$ cat config.mk
export PLATFORM = sky130hd
export DESIGN_NAME = spi_receiver
export DESIGN_NICKNAME = d
export VERILOG_FILES = /design/src/rtl/spi_pkg.sv /design/src/rtl/spi_sync.sv /design/src/rtl/spi_receiver.sv
export SDC_FILE = /design/constraint.sdc
export NUM_CORES = 1
export LEC_CHECK = 0
export BUFFER_PORTS_ARGS = -buffer_cell sky130_fd_sc_hd__buf_4
export CAP_MARGIN = 30
export CORE_ASPECT_RATIO = 1.5
export CORE_MARGIN = 2
export CORE_UTILIZATION = 45
export DETAILED_ROUTE_END_ITERATION = 7
export PLACE_DENSITY = 0.69
export SLEW_MARGIN = 20
export SYNTH_ARGS = -nofsm -noshare
export SYNTH_HDL_FRONTEND = slang
export SYNTH_SLANG_ARGS = --single-unit
export TNS_END_PERCENT = 5
$ cat constraint.sdc
create_clock -name clk -period 2.4 [get_ports clk]
set_input_delay 0.36 -clock clk [delete_from_list [all_inputs] [get_ports clk]]
set_output_delay 0.36 -clock clk [all_outputs]
set_load 0.01 [all_outputs]
$ cat src/rtl/spi_pkg.sv
// -----------------------------------------------------------------------------
// spi_pkg
// Shared definitions for the SPI receiver slice.
//   spi_state_e            : receiver FSM states (IDLE, RECV)
//   SPI_DEFAULT_DATA_WIDTH : default bits per received word
//   SPI_DEFAULT_CS_POLAR   : default idle level of cs_n (active level is inverse)
// -----------------------------------------------------------------------------
package spi_pkg;

  typedef enum logic {
    IDLE = 1'b0,
    RECV = 1'b1
  } spi_state_e;

  localparam int SPI_DEFAULT_DATA_WIDTH = 8;
  localparam int SPI_DEFAULT_CS_POLAR   = 1;

endpackage

$ cat src/rtl/spi_sync.sv
// -----------------------------------------------------------------------------
// spi_sync
// Two-flop synchronizer bringing an asynchronous input into the clk domain.
// Both flops take P_RESET_VAL on either reset so the synchronized value
// starts at a known, harmless level.
// Ports:
//   clk   : system clock
//   a_rst : asynchronous reset, active-high
//   s_rst : synchronous reset, active-high
//   d_i   : asynchronous input
//   q_o   : synchronized output (stage 2)
// -----------------------------------------------------------------------------
module spi_sync #(
  parameter logic P_RESET_VAL = 1'b0
) (
  input  logic clk,
  input  logic a_rst,
  input  logic s_rst,
  input  logic d_i,
  output logic q_o
);

  logic meta_q;
  logic sync_q;

  // Stage 1 may go metastable; stage 2 gives it a full cycle to resolve.
  always_ff @(posedge clk or posedge a_rst) begin
    if (a_rst) begin
      meta_q <= P_RESET_VAL;
      sync_q <= P_RESET_VAL;
    end else if (s_rst) begin
      meta_q <= P_RESET_VAL;
      sync_q <= P_RESET_VAL;
    end else begin
      meta_q <= d_i;
      sync_q <= meta_q;
    end
  end

  assign q_o = sync_q;

endmodule

$ cat src/rtl/spi_receiver.sv
// -----------------------------------------------------------------------------
// spi_receiver
// SPI slave receive path, oversampled in the clk domain. sck, cs_n and mosi
// are synchronized, sck edges are detected in clk, and bits are shifted in
// MSB first. Completed words are presented on a valid/ready output; a word
// that completes while an unconsumed word is still held is dropped and
// flagged with a one-cycle overflow pulse.
// Parameters:
//   P_DATA_WIDTH  : bits per word
//   P_CS_POLAR    : idle level of cs_n (active level is the inverse)
//   P_SAMPLE_RISE : 1 = sample mosi on rising sck, 0 = on falling sck
// Ports:
//   clk, a_rst (async, active-high), s_rst (sync, active-high)
//   sck, cs_n, mosi          : raw SPI inputs, asynchronous to clk
//   out_data/out_valid/out_ready : received word handshake
//   overflow                 : one-cycle pulse when a completed word is dropped
//   busy                     : synchronized cs_n is active and a frame is open
//   frame_err                : (only with SPI_RX_FRAME_ERR_EN defined) one-cycle
//                              pulse when a partial word is discarded at cs_n
//                              deassertion
// -----------------------------------------------------------------------------
module spi_receiver
  import spi_pkg::*;
#(
  parameter int P_DATA_WIDTH  = SPI_DEFAULT_DATA_WIDTH,
  parameter int P_CS_POLAR    = SPI_DEFAULT_CS_POLAR,
  parameter int P_SAMPLE_RISE = 1
) (
  input  logic                    clk,
  input  logic                    a_rst,
  input  logic                    s_rst,
  input  logic                    sck,
  input  logic                    cs_n,
  input  logic                    mosi,
  output logic [P_DATA_WIDTH-1:0] out_data,
  output logic                    out_valid,
  input  logic                    out_ready,
  output logic                    overflow,
  output logic                    busy
`ifdef SPI_RX_FRAME_ERR_EN
  ,output logic                   frame_err
`endif
);

  localparam int                CNT_W    = $clog2(P_DATA_WIDTH + 1);
  localparam logic [CNT_W-1:0]  LAST_CNT = CNT_W'(P_DATA_WIDTH - 1);
  localparam logic              CS_IDLE  = P_CS_POLAR[0];
  localparam bit                ON_RISE  = (P_SAMPLE_RISE != 0);

  logic sckSync;
  logic csSync;
  logic mosiSync;

  spi_sync #(.P_RESET_VAL(1'b0)) uSyncSck (
    .clk(clk), .a_rst(a_rst), .s_rst(s_rst), .d_i(sck), .q_o(sckSync)
  );

  spi_sync #(.P_RESET_VAL(CS_IDLE)) uSyncCs (
    .clk(clk), .a_rst(a_rst), .s_rst(s_rst), .d_i(cs_n), .q_o(csSync)
  );

  spi_sync #(.P_RESET_VAL(1'b0)) uSyncMosi (
    .clk(clk), .a_rst(a_rst), .s_rst(s_rst), .d_i(mosi), .q_o(mosiSync)
  );

  spi_state_e              state_q;
  logic                    sckDly_q;
  logic [P_DATA_WIDTH-1:0] shift_q;
  logic [CNT_W-1:0]        bitCnt_q;
  logic [P_DATA_WIDTH-1:0] outData_q;
  logic                    outValid_q;
  logic                    overflow_q;
  logic                    busy_q;
  logic                    armed_q;
  logic [1:0]              flushCnt_q;
`ifdef SPI_RX_FRAME_ERR_EN
  logic                    frameErr_q;
`endif

  logic                    sampleEdge;
  logic                    csActive;
  logic                    lastBit;
  logic                    flushDone;
  logic [P_DATA_WIDTH-1:0] shift_d;

  // Edge detect compares synchronizer stage 2 against one more delay flop.
  // mosi has the same synchronizer latency as sck, so mosiSync is the bit
  // that was on the wire at the detected sck edge. lastBit is evaluated even
  // when cs_n drops in the same cycle so that a word finishing exactly at
  // deselect is still delivered.
  always_comb begin
    sampleEdge = ON_RISE ? (sckSync & ~sckDly_q) : (~sckSync & sckDly_q);
    csActive   = (csSync != CS_IDLE);
    flushDone  = (flushCnt_q == 2'd2);
    lastBit    = (state_q == RECV) && sampleEdge && (bitCnt_q == LAST_CNT);
    shift_d    = {shift_q[P_DATA_WIDTH-2:0], mosiSync};
  end

  // Receiver FSM with registered outputs. After any reset the synchronizers
  // hold the reset value for two cycles, which looks like "cs inactive" even
  // if cs_n is really held active; flushCnt_q waits those cycles out before
  // armed_q may be set, so a frame only starts after a genuine inactive level
  // followed by an active one.
  always_ff @(posedge clk or posedge a_rst) begin
    if (a_rst) begin
      state_q    <= IDLE;
      sckDly_q   <= 1'b0;
      shift_q    <= '0;
      bitCnt_q   <= '0;
      outData_q  <= '0;
      outValid_q <= 1'b0;
      overflow_q <= 1'b0;
      busy_q     <= 1'b0;
      armed_q    <= 1'b0;
      flushCnt_q <= 2'd0;
`ifdef SPI_RX_FRAME_ERR_EN
      frameErr_q <= 1'b0;
`endif
    end else if (s_rst) begin
      state_q    <= IDLE;
      sckDly_q   <= 1'b0;
      shift_q    <= '0;
      bitCnt_q   <= '0;
      outData_q  <= '0;
      outValid_q <= 1'b0;
      overflow_q <= 1'b0;
      busy_q     <= 1'b0;
      armed_q    <= 1'b0;
      flushCnt_q <= 2'd0;
`ifdef SPI_RX_FRAME_ERR_EN
      frameErr_q <= 1'b0;
`endif
    end else begin
      sckDly_q   <= sckSync;
      overflow_q <= 1'b0;
`ifdef SPI_RX_FRAME_ERR_EN
      frameErr_q <= 1'b0;
`endif
      if (!flushDone) begin
        flushCnt_q <= flushCnt_q + 2'd1;
      end

      // Output register: a handshake frees the slot, and a word completing
      // in the same cycle may reuse it immediately.
      if (outValid_q && out_ready) begin
        outValid_q <= 1'b0;
      end
      if (lastBit) begin
        if (!outValid_q || out_ready) begin
          outData_q  <= shift_d;
          outValid_q <= 1'b1;
        end else begin
          overflow_q <= 1'b1;
        end
      end

      case (state_q)
        IDLE: begin
          if (flushDone && !csActive) begin
            armed_q <= 1'b1;
          end
          if (armed_q && csActive) begin
            state_q <= RECV;
            busy_q  <= 1'b1;
          end
        end
        RECV: begin
          if (!csActive) begin
            state_q  <= IDLE;
            busy_q   <= 1'b0;
            shift_q  <= '0;
            bitCnt_q <= '0;
`ifdef SPI_RX_FRAME_ERR_EN
            if (!lastBit && (bitCnt_q != '0)) begin
              frameErr_q <= 1'b1;
            end
`endif
          end else if (sampleEdge) begin
            shift_q  <= shift_d;
            bitCnt_q <= lastBit ? '0 : bitCnt_q + 1'b1;
          end
        end
        default: begin
          state_q <= IDLE;
          busy_q  <= 1'b0;
        end
      endcase
    end
  end

  assign out_data  = outData_q;
  assign out_valid = outValid_q;
  assign overflow  = overflow_q;
  assign busy      = busy_q;
`ifdef SPI_RX_FRAME_ERR_EN
  assign frame_err = frameErr_q;
`endif

endmodule

# ---- Yosys cells after proc, flatten, opt, wreduce, memory -nomap -nowiden
# Index checks and enable logic that the tools add are counted.
dict set report totals {
  reg_bits 33
  in_bits 7
  elab_cells 83
}
dict set report op_classes {
  addsub 2
  n_eq_ne 6
  n_mux 39
  bitwise 4
  n_reduce_logical 16
}
# operator count
set op_table {}
lappend op_table {{$mux W7} 4}
lappend op_table {{$mux W8} 3}
lappend op_table {{$mux W1} 23}
lappend op_table {{$mux W4} 5}
lappend op_table {{$reduce_and A2 Y1} 4}
lappend op_table {{$reduce_bool A2 Y1} 4}
lappend op_table {{$logic_and A1 B1 Y1} 5}
lappend op_table {{$add A4 B1 Y4 const B} 1}
lappend op_table {{$eq A4 B3 Y1 const B} 1}
lappend op_table {{$mux W2} 2}
lappend op_table {{$ne A2 B2 Y1 const B} 2}
lappend op_table {{$pmux W1 S2} 2}
lappend op_table {{$ne A3 B2 Y1 const B} 1}
lappend op_table {{$ne A3 B3 Y1 const B} 1}
lappend op_table {{$not A1 Y1} 3}
lappend op_table {{$reduce_bool A3 Y1} 1}
lappend op_table {{$add A2 B1 Y2 const B} 1}
lappend op_table {{$eq A2 B2 Y1 const B} 1}
lappend op_table {{$and A1 B1 Y1} 1}
lappend op_table {{$logic_not A1 Y1} 1}
lappend op_table {{$logic_or A1 B1 Y1} 1}

# ---- Depth between registers and ports, before layout
# Gate-level depths: netlist of the first run.
dict set report logic_depth {
  depth_word 9
  mapped_depth 5
}

# ---- Cells and area by module
# From an unflattened synthesis of the first run, not the netlist that was laid out.
dict set report unflattened {
  hier_cells 136
  hier_area_um2 1485.2
}
# mod n_inst cells_per_inst area_per_inst_um2 seq_area_each_um2
set by_module_without_submodules {}
lappend by_module_without_submodules {spi_receiver 1 121 1283.7 675.6}
lappend by_module_without_submodules {{spi_sync at uSyncMosi ...} 2 5 66.3 50.0}
lappend by_module_without_submodules {{spi_sync at uSyncCs} 1 5 68.8 52.6}

# ---- Least setup slack after synthesis of the first run
# Ideal clock, no wire load.
dict set report synth_path {
  path_type {register -> register}
  startpoint {register uSyncCs.sync_q (netlist: uSyncCs.q_o)}
  endpoint {register shift_q[0]}
  setup_time_ns 0.079
  t_arrival_ns 1.344
  t_required_ns 2.321
  setup_slack_ns 0.976
  path_stages_with_launch 5
  cell_sequence {dfstp_2 > buf_2 > nor2_2 > a22oi_2 > mux2i_1}
}
dict set report synth_between {
  elab_chain_cells 3
}
# item line
set synth_lines {}
lappend synth_lines {{from (decl)} spi_sync.sv:24} ;# logic sync_q;
lappend synth_lines {{from (signal assigned)} spi_sync.sv:36} ;# sync_q <= meta_q;
lappend synth_lines {{$mux W7} spi_receiver.sv:168} ;# if (!csActive) begin
lappend synth_lines {{$mux W7} spi_receiver.sv:157} ;# case (state_q)
lappend synth_lines {{$mux W7} spi_receiver.sv:119} ;# end else if (s_rst) begin
lappend synth_lines {{to (signal assigned)} spi_receiver.sv:179} ;# shift_q <= shift_d;
lappend synth_lines {{to (decl)} spi_receiver.sv:68} ;# logic [P_DATA_WIDTH-1:0] shift_q;
# Parallel ways exist; a longest one is shown, timed or not. The select of a mux whose other input is x is not followed.
# A chain may end at the register's enable or synchronous reset.

# ---- Worst setup path in the final report of the first run
dict set report layout_path {
  startpoint {register state_q}
  endpoint {register outData_q[1] (netlist: out_data[1])}
}
dict set report layout_between {
  elab_chain_cells 4
}
# item line
set layout_lines {}
lappend layout_lines {{from (decl)} spi_receiver.sv:66} ;# spi_state_e state_q;
lappend layout_lines {{from (signal assigned)} spi_receiver.sv:106} ;# state_q <= IDLE;
lappend layout_lines {{from (signal assigned)} spi_receiver.sv:120} ;# state_q <= IDLE;
lappend layout_lines {{from (signal assigned)} spi_receiver.sv:163} ;# state_q <= RECV;
lappend layout_lines {{$logic_and A1 B1 Y1 (2 in series)} spi_receiver.sv:95} ;# lastBit = (state_q == RECV) && sampleEdge && (bitCnt_q == LAST_CNT);
lappend layout_lines {{$reduce_bool A2 Y1 (no line)} -}
lappend layout_lines {{$reduce_and A2 Y1 (no line)} -}
lappend layout_lines {{to (signal assigned)} spi_receiver.sv:150} ;# outData_q <= shift_d;
lappend layout_lines {{to (decl)} spi_receiver.sv:70} ;# logic [P_DATA_WIDTH-1:0] outData_q;
# No other way between the ends.

==> results of run 1 <==
metal layers:
layer / GRT usage (%) / wire, um / up-vias
met2: 31.2 / 1580 / 27
met5: 0 / 0 / -
met3: 5.56 / 133 / 6
met4: 6.73 / 51 / 0
met1: 18.1 / 1100 / 544
li1: - / - / 535
logic make-up after synthesis:
group | count (synthesis)
AND/OR/NAND/NOR | 49
flip-flops | 33
AO/OA/AOI/OAI | 30
buffers and inverters | 20
multiplexers | 7
adder cells (fa/ha/maj) | 2
XOR/XNOR | 1
area by class of cell:
| type | instances | area (sq um) | area share, % |
|---|---|---|---|
| clock buffers | 7 | 96.3 | 5.47 |
| clock inverters | 1 | 5.00 | 0.284 |
| inverters | 12 | 45.0 | 2.56 |
| multi-input cells | 89 | 602 | 34.2 |
| flip-flops and latches | 33 | 828 | 47.0 |
| well taps | 40 | 50.0 | 2.84 |
| repair buffers | 18 | 135 | 7.67 |
worst paths after layout:
| kind | slack [ps] | cells after the start | end | startpoint |
|---|---|---|---|---|
| setup / recovery | 780 | 3 | out_data[1]$_DFFE_PP0P_ | state_q$_DFF_PP0_ |
| hold / removal | 180 | 2 | overflow$_DFF_PP0_ | a_rst |
| setup reg to reg | 780 | 3 | out_data[1]$_DFFE_PP0P_ | state_q$_DFF_PP0_ |
| hold reg to reg | 460 | 1 | uSyncSck.q_o$_DFF_PP0_ | uSyncSck.meta_q$_DFF_PP0_ |
| max in group asynchronous | 1560 | 3 | out_data[3]$_DFFE_PP0P_ | a_rst |
| min in group clk | 270 | 2 | uSyncCs.meta_q$_DFF_PP1_ | cs_n |
power by group through the flow:
stage	Clock, mW	Combinational [mW]	Sequential (mW)
2_1_floorplan	0	0.0904	0.607
3_3_place_gp	0	0.108	0.613
3_5_place_dp	0	0.113	0.615
4_1_cts	0.467	0.115	0.605
5_1_grt	0.489	0.131	0.608
6_report	0.451	0.111	0.605
placed cells by master, fill, tap and decap left out, drive strengths merged, types with 2 or more instances in the layout:
cell and instances:
a21oi 11, a22oi 2, a31oi 2, buf 18, clkbuf 7, dfrtp 31
dfstp 2, ha 2, inv 12, mux2i 7, nand2 11, nand2b 4
nand4b 2, nor2 8, nor2b 8, o31ai 9, or2 2, or4 9
sequential cells by signal (all words and copies together), names as in the netlist:
| register | cells |
|---|---|
| uSyncSck.q_o | 1 |
| out_valid | 1 |
| uSyncMosi.q_o | 1 |
| uSyncSck.meta_q | 1 |
| uSyncMosi.meta_q | 1 |
| shift_q | 7 |
| uSyncCs.q_o | 1 |
| busy | 1 |
| sckDly_q | 1 |
| bitCnt_q | 4 |
| state_q | 1 |
| armed_q | 1 |
| out_data | 8 |
| flushCnt_q | 2 |
| overflow | 1 |
| uSyncCs.meta_q | 1 |
worst max-delay path, stage by stage, from the launching register on:
cell,delay (ps)
dfrtp_1,530
nand4b_4,290
or4_1,570
a21oi_1,150
==> flow_metrics.env, run 1 <==
export IMPL_rsz0062_at_grt="false"
export IMPL_hpwl_mm=2.08
export IMPL_min_period_over_period_pct=67.5
export IMPL_power_mw=1.17
export IMPL_p_int_uw=891
export IMPL_initial_core_util_pct=47.6
export IMPL_dp_cells=192
export IMPL_drive_gt1_share_pct=21.3
export IMPL_arrival_ps=1830
export IMPL_ys_seq_area_share_pct=54.5
export IMPL_synth_xor_area_share_pct=0.576
export IMPL_port_buffers=17
export IMPL_synth_common_cells="31 x dfrtp_1, 12 x inv_1, 11 x a21oi_1, 11 x nand2_1"
export IMPL_synthesis_area_sq_mm=0.00152
export IMPL_yosys_warnings=0
export IMPL_synth_fp_nets=151
export IMPL_htree_levels=2
export IMPL_max_freq_ghz=0.617
export IMPL_synthDistinctLibCells=36
export IMPL_die_area_sq_mm=0.00387
export IMPL_finClkSkew_ps=7.17
export IMPL_synth_avg_cell_area_sq_um=10.7
export IMPL_wire_per_inst_um=14.4
export IMPL_diodes=0
export IMPL_synth_top_family_by_area="simple AND/OR/NAND/NOR gates"
export IMPL_synthSimpleGateAreaFrac_pct=19.5
export IMPL_cts_sinks=33
export IMPL_synth_ff_type="dfrtp_1"
export IMPL_io_pins=18
export IMPL_cts_buffers_inserted=5
export IMPL_p_per_area_mw_per_mm2=662
export IMPL_ctsResizeCount=0
export IMPL_die_w_um=51.5
export IMPL_syn_instance_count=142
export IMPL_grt_usage_pct=17.1
export IMPL_ys_seq_elements=33
export IMPL_synthArstFlopShare_pct=100
export IMPL_hold_viol=0
export IMPL_maxSlewViolCount=0
export IMPL_maxCapViolCount=0
export IMPL_setup_violations=0
export IMPL_swShare_pct=23.5
export IMPL_cp_end_kind="register"
export IMPL_cts_root_buf="clkbuf_8"
export IMPL_place_ws_ps=777
export IMPL_yosysMostFrequentCell="dfrtp_1"
export IMPL_hp_class="input port to async pin"
export IMPL_worst_slew_pin_slew_ps=686
export IMPL_cts_hold_buf=0
export IMPL_crit_required_ps=2610
export IMPL_die_h_um=75.2
export IMPL_coreArea_sq_mm=0.00319
export IMPL_path_clk_slew_ps=60
export IMPL_status="finished, final reports clean"
export IMPL_p_switching_uw=275
export IMPL_post_cts_setup_buffers=0
export IMPL_clockPowerShare_pct=38.6
export IMPL_power_leakage_nw=0.809
export IMPL_gr_total_overflow=0
export IMPL_drc_errors=0
export IMPL_grt_pass1_wl_mm=4.81
export IMPL_relSlewSlack_pct=54.2
export IMPL_final_cells=200
export IMPL_routed_wirelength_mm=2.87
export IMPL_routed_via_density=5.56
export IMPL_yosys_area_share_adder_pct=1.65
export IMPL_cts_path_max_buffers=2
export IMPL_final_core_utilization_pct=55.2
export IMPL_worstPathMaxFanout=19
export IMPL_fin_crit_ps=1620
export IMPL_fill_cells=297
export IMPL_place_congestion=0.794
export IMPL_fin_area_sq_mm=0.00176
export IMPL_setup_ws_ps=779
export IMPL_cts_tree="yes"
export IMPL_yosysTopAreaCell="dfrtp_1"
export IMPL_synth_compound_area_share_pct=13.3
export IMPL_cp_start_kind="register"
export IMPL_drtIter0Drc=38
export IMPL_placementRows=25
export IMPL_share_seq_of_total_power_pct=51.8
export IMPL_fin_nets=168
export IMPL_grt_pass1_vias=1077
export IMPL_placed_cell_area_sq_mm=0.00166
export IMPL_synthMuxAreaShare_pct=4.61
export IMPL_first_pass_iters=4
export IMPL_yosys_top_cells_area="dfrtp_1 51%, mux2i_1 4.6%, o31ai_1 4.4%"
export IMPL_grt_max_degree=29
export IMPL_finalHoldWorstSlack_ps=184
export IMPL_worstSetupPathType="register to register"
export IMPL_netlist_area_leader_share_pct=51.0
export IMPL_area_delta_synth_final_pct=15.9
export IMPL_setup_tns_final_ps=0
export IMPL_clk_latency_ps=280
export IMPL_drtAntennaViolNets=0
export IMPL_ir_drop_mv=0.467
export IMPL_synth_edf_count=0
export IMPL_vias=1112
export IMPL_pwr_share_comb_pct=9.5
export IMPL_antenna_found_initial=0
Power figures use the tool's default switching activity.
==> inputs of run 2 (changes only) <==
clock period = 1.7 ns   (was 2.4 ns; I/O delays follow)
==> flow_metrics.env, run 2 (synthesis gave the netlist of run 1 again) <==
export IMPL_status="finished, final reports clean"
export IMPL_rr_startpoint="state_q$_DFF_PP0_"
export IMPL_die_area_sq_mm=0.00387
export IMPL_ff2ff_setup_slack_ps=110
export IMPL_path_clk_slew_ps=70
export IMPL_drtAntennaViolNets=0
export IMPL_place_ws_ps=139
export IMPL_mostFrequentLayoutCell="dfrtp_1"
export IMPL_diodes=0
export IMPL_io_pins=18
export IMPL_die_w_um=51.5
export IMPL_cts_tree="yes"
export IMPL_mostFrequentLayoutCells="31 x dfrtp_1, 21 x buf_4, 12 x inv_1, 11 x a21oi_1, 11 x nand2_1"
export IMPL_cts_buffers_inserted=5
export IMPL_drtIter0Drc=77
export IMPL_ctsResizeCount=0
export IMPL_crit_path_start="state_q$_DFF_PP0_"
export IMPL_finClkSkew_ps=7.08
export IMPL_max_freq_ghz=0.629
export IMPL_area_delta_synth_final_pct=16.0
export IMPL_largest_reg_flops=8
export IMPL_arrival_ps=1800
export IMPL_initial_core_util_pct=47.6
export IMPL_maxSlewViolCount=0
export IMPL_fin_nets=171
export IMPL_cts_path_max_buffers=2
export IMPL_dp_cells=195
export IMPL_min_period_over_period_pct=93.6
export IMPL_power_leakage_nw=0.812
export IMPL_drive_gt1_share_pct=21.5
export IMPL_timing_rr_end="out_data[4]$_DFFE_PP0P_"
export IMPL_hold_viol=0
export IMPL_wl_met2_mm=1.43
export IMPL_antenna_found_initial=0
export IMPL_crit_path_cell_trace="nand4b_4, or4_1, a21oi_1"
export IMPL_slowest_stage="or4_1"
export IMPL_vias=1109
export IMPL_wl_met1_mm=1.09
export IMPL_p_per_area_mw_per_mm2=888
export IMPL_setup_tns_final_ps=0
export IMPL_reg2reg_depth=3
export IMPL_crit_path_end="out_data[4]$_DFFE_PP0P_"
export IMPL_grt_usage_pct=16.1
export IMPL_cts_hold_buf=0
export IMPL_routed_via_density=5.46
export IMPL_final_cells=203
export IMPL_coreArea_sq_mm=0.00319
export IMPL_fin_area_sq_mm=0.00176
export IMPL_cp_start_kind="register"
export IMPL_hp_class="input port to async pin"
export IMPL_hpwl_mm=1.88
export IMPL_ir_drop_mv=0.692
export IMPL_placementRows=25
export IMPL_multi_input_area_sq_um=602
export IMPL_first_pass_iters=4
export IMPL_routed_wirelength_mm=2.72
export IMPL_clk_latency_ps=280
export IMPL_rsz0062_at_grt="false"
export IMPL_drc_errors=0
export IMPL_cts_sinks=33
export IMPL_grt_pass1_wl_mm=4.50
export IMPL_setup_violations=0
export IMPL_wire_per_inst_um=13.4
export IMPL_port_buffers=17
export IMPL_grt_pass1_vias=1047
export IMPL_setup_ws_ps=109
export IMPL_worstSetupPathType="register to register"
export IMPL_placed_cell_area_sq_mm=0.00168
export IMPL_power_mw=1.57
export IMPL_htree_levels=2
export IMPL_maxCapViolCount=0
export IMPL_cp_slowest_stage_delay_ps=580
export IMPL_grt_max_degree=34
export IMPL_worst_slew_pin_slew_ps=403
export IMPL_worstPathMaxFanout=19
export IMPL_die_h_um=75.2
export IMPL_gr_total_overflow=0
export IMPL_final_seq_area_sq_um=828
export IMPL_relSlewSlack_pct=73.1
export IMPL_fin_crit_ps=1590
export IMPL_place_congestion=0.807
export IMPL_cp_end_kind="register"
export IMPL_cts_root_buf="clkbuf_8"
export IMPL_top_layer="met4"
export IMPL_post_cts_setup_buffers=0
export IMPL_wl_met3_um=131
export IMPL_crit_required_ps=1910
export IMPL_fill_cells=297
-- run 2: critical path: cells and delay by family (launching register included) --
| kind | cells | cell delay (ps) |
|---|---|---|
| and+or+nand+nor | 2 | 870 |
| DFF | 1 | 520 |
| AOI/OAI and AO/OA | 1 | 140 |
-- run 2: cell type report --
| type | instances | area share, % |
|---|---|---|
| Clock buffer | 7 | 4.33 |
| Clock inverter | 1 | 0.284 |
| Inverter | 12 | 2.55 |
| Multi-Input combinational cell | 89 | 34.1 |
| Sequential cell | 33 | 47.0 |
| Tap cell | 40 | 2.84 |
| Timing Repair Buffer | 21 | 8.94 |
-- run 2: worst min-delay path by stage --
stage                      from                       end
final                     a_rst        overflow$_DFF_PP0_
after global routing      a_rst   out_data[1]$_DFFE_PP0P_
after CTS                 a_rst   out_data[0]$_DFFE_PP0P_
after detailed placement  a_rst   out_data[0]$_DFFE_PP0P_
after global placement    a_rst   out_data[7]$_DFFE_PP0P_
after floorplan            cs_n  uSyncCs.meta_q$_DFF_PP1_
-- run 2: metal layers --
| layer | up-vias | global-route usage [%] |
|---|---|---|
| met5 | - | 0 |
| met4 | 0 | 8.19 |
| met3 | 7 | 5.36 |
| met2 | 34 | 28.1 |
| met1 | 532 | 17.1 |
| li1 | 536 | - |
-- run 2: report_power, final --
part	internal (mW)	leakage [nW]	switching, mW	total (mW)
combinational	0.0706	0.321	0.0900	0.161
clock	0.287	0.0422	0.268	0.554
sequential	0.825	0.448	0.0268	0.852
-- run 2: stage by stage --
stage          util, %  hold WS [ps]
5_1_grt           55.3          98.8
4_1_cts           55.3          75.8
3_3_place_gp      52.7           365
3_5_place_dp      52.7           374
6_report          55.3          53.2
2_1_floorplan        -           364
==> inputs of run 3 (changes only) <==
CTS_BUF_LIST = sky130_fd_sc_hd__clkbuf_8   (was unset)
==> flow_metrics.env, run 3 (synthesis gave the netlist of run 1 again) <==
export IMPL_status="finished, final reports clean"
export IMPL_p_per_area_mw_per_mm2=882
export IMPL_wl_met3_um=123
export IMPL_finalHoldWorstSlack_ps=53.0
export IMPL_fin_crit_ps=1600
export IMPL_grt_usage_pct=16.1
export IMPL_place_congestion=0.807
export IMPL_cts_buffers_inserted=5
export IMPL_hpwl_mm=1.88
export IMPL_cts_tree="yes"
export IMPL_min_period_over_period_pct=93.9
export IMPL_cp_end_kind="register"
export IMPL_rsz0062_at_grt="false"
export IMPL_path_clk_slew_ps=70
export IMPL_cts_sinks=33
export IMPL_worstSetupPathType="register to register"
export IMPL_ir_drop_mv=0.691
export IMPL_coreArea_sq_mm=0.00319
export IMPL_routed_wirelength_mm=2.71
export IMPL_cts_root_buf="clkbuf_8"
export IMPL_crit_required_ps=1910
export IMPL_wire_per_inst_um=13.4
export IMPL_area_delta_synth_final_pct=16.0
export IMPL_grt_max_degree=34
export IMPL_wl_met2_mm=1.42
export IMPL_drtIter0Drc=70
export IMPL_cts_hold_buf=0
export IMPL_drtAntennaViolNets=0
export IMPL_ctsResizeCount=0
export IMPL_worst_slew_pin_slew_ps=404
export IMPL_worstPathMaxFanout=19
export IMPL_cts_path_max_buffers=2
export IMPL_gr_total_overflow=0
export IMPL_io_pins=18
export IMPL_hold_viol=0
export IMPL_largest_reg_flops=8
export IMPL_finClkSkew_ps=7.43
export IMPL_vias=1116
export IMPL_power_leakage_nw=0.820
export IMPL_first_pass_iters=4
export IMPL_port_buffers=17
export IMPL_top_layer="met4"
export IMPL_hp_class="input port to async pin"
export IMPL_drc_errors=0
export IMPL_die_area_sq_mm=0.00387
export IMPL_max_freq_ghz=0.627
export IMPL_setup_violations=0
export IMPL_maxCapViolCount=0
export IMPL_cp_start_kind="register"
export IMPL_antenna_found_initial=0
export IMPL_htree_levels=2
export IMPL_post_cts_setup_buffers=0
export IMPL_mostFrequentLayoutCells="31 x dfrtp_1, 21 x buf_4, 14 x inv_1, 11 x a21oi_1, 11 x nand2_1"
export IMPL_grt_pass1_vias=1047
export IMPL_initial_core_util_pct=47.6
export IMPL_routed_via_density=5.50
export IMPL_maxSlewViolCount=0
export IMPL_clk_latency_ps=280
export IMPL_diodes=0
export IMPL_arrival_ps=1810
export IMPL_die_w_um=51.5
export IMPL_setup_tns_final_ps=0
export IMPL_die_h_um=75.2
export IMPL_mostFrequentLayoutCell="dfrtp_1"
export IMPL_drive_gt1_share_pct=21.5
export IMPL_wl_met1_mm=1.10
export IMPL_reg2reg_depth=3
export IMPL_grt_pass1_wl_mm=4.50
export IMPL_fin_nets=171
export IMPL_placementRows=25
export IMPL_fill_cells=297
export IMPL_relSlewSlack_pct=73.1
[run 3: cell count changes in the layout (fill, tap and decap cells not counted)]
cell | previous run | this run
inv_1 | 12 | 14
clkbuf_1 | 2 | 0
[run 3: power by group]
group	switching, mW	leakage [nW]	internal (mW)
clock network	0.269	0.0505	0.275
logic	0.0900	0.321	0.0706
registers	0.0267	0.448	0.825
total	0.386	0.820	1.17
[run 3: worst max-delay path, stage by stage (launching register included)]
cell and delay [ps]:
dfrtp_1 520, nand4b_4 290, or4_1 580, a21oi_1 140
[run 3: final timing paths]
path,from,endpoint,slack [ps]
worst max-delay path,state_q$_DFF_PP0_,out_data[4]$_DFFE_PP0P_,100
worst min-delay path,a_rst,overflow$_DFF_PP0_,50
worst max register to register,state_q$_DFF_PP0_,out_data[4]$_DFFE_PP0P_,100
worst min register to register,uSyncSck.meta_q$_DFF_PP0_,uSyncSck.q_o$_DFF_PP0_,470
max in group asynchronous,a_rst,uSyncCs.meta_q$_DFF_PP1_,1320
min in group clk,cs_n,uSyncCs.meta_q$_DFF_PP1_,170
[run 3: layout make-up]
type,count,area [sq um],area share [%]
multi-input cells,89,602,34.1
well taps,40,50.0,2.84
repair buffers,21,158,8.94
clock inverters,3,12.5,0.709
clock buffers,5,68.8,3.90
flip-flops and latches,33,828,47.0
inverters,12,45.0,2.55
[run 3: through the flow]
stage                     utilization (%)  power [mW]  setup slack, ps  area, sq um  std cells
after floorplan                         -       0.984              276         1520        142
after global placement               52.7        1.02              162         1680        195
after detailed placement             52.7        1.03              139         1680        195
after CTS                            55.3        1.57              134         1760        203
after global routing                 55.3        1.65             30.0         1760        203
final                                55.3        1.56              104         1760        203
[run 3: metal layers]
metal | vias up | global-route usage, %
met5 | - | 0
met4 | 0 | 8.19
met3 | 7 | 5.36
met2 | 33 | 28.1
met1 | 539 | 17.1
li1 | 537 | -
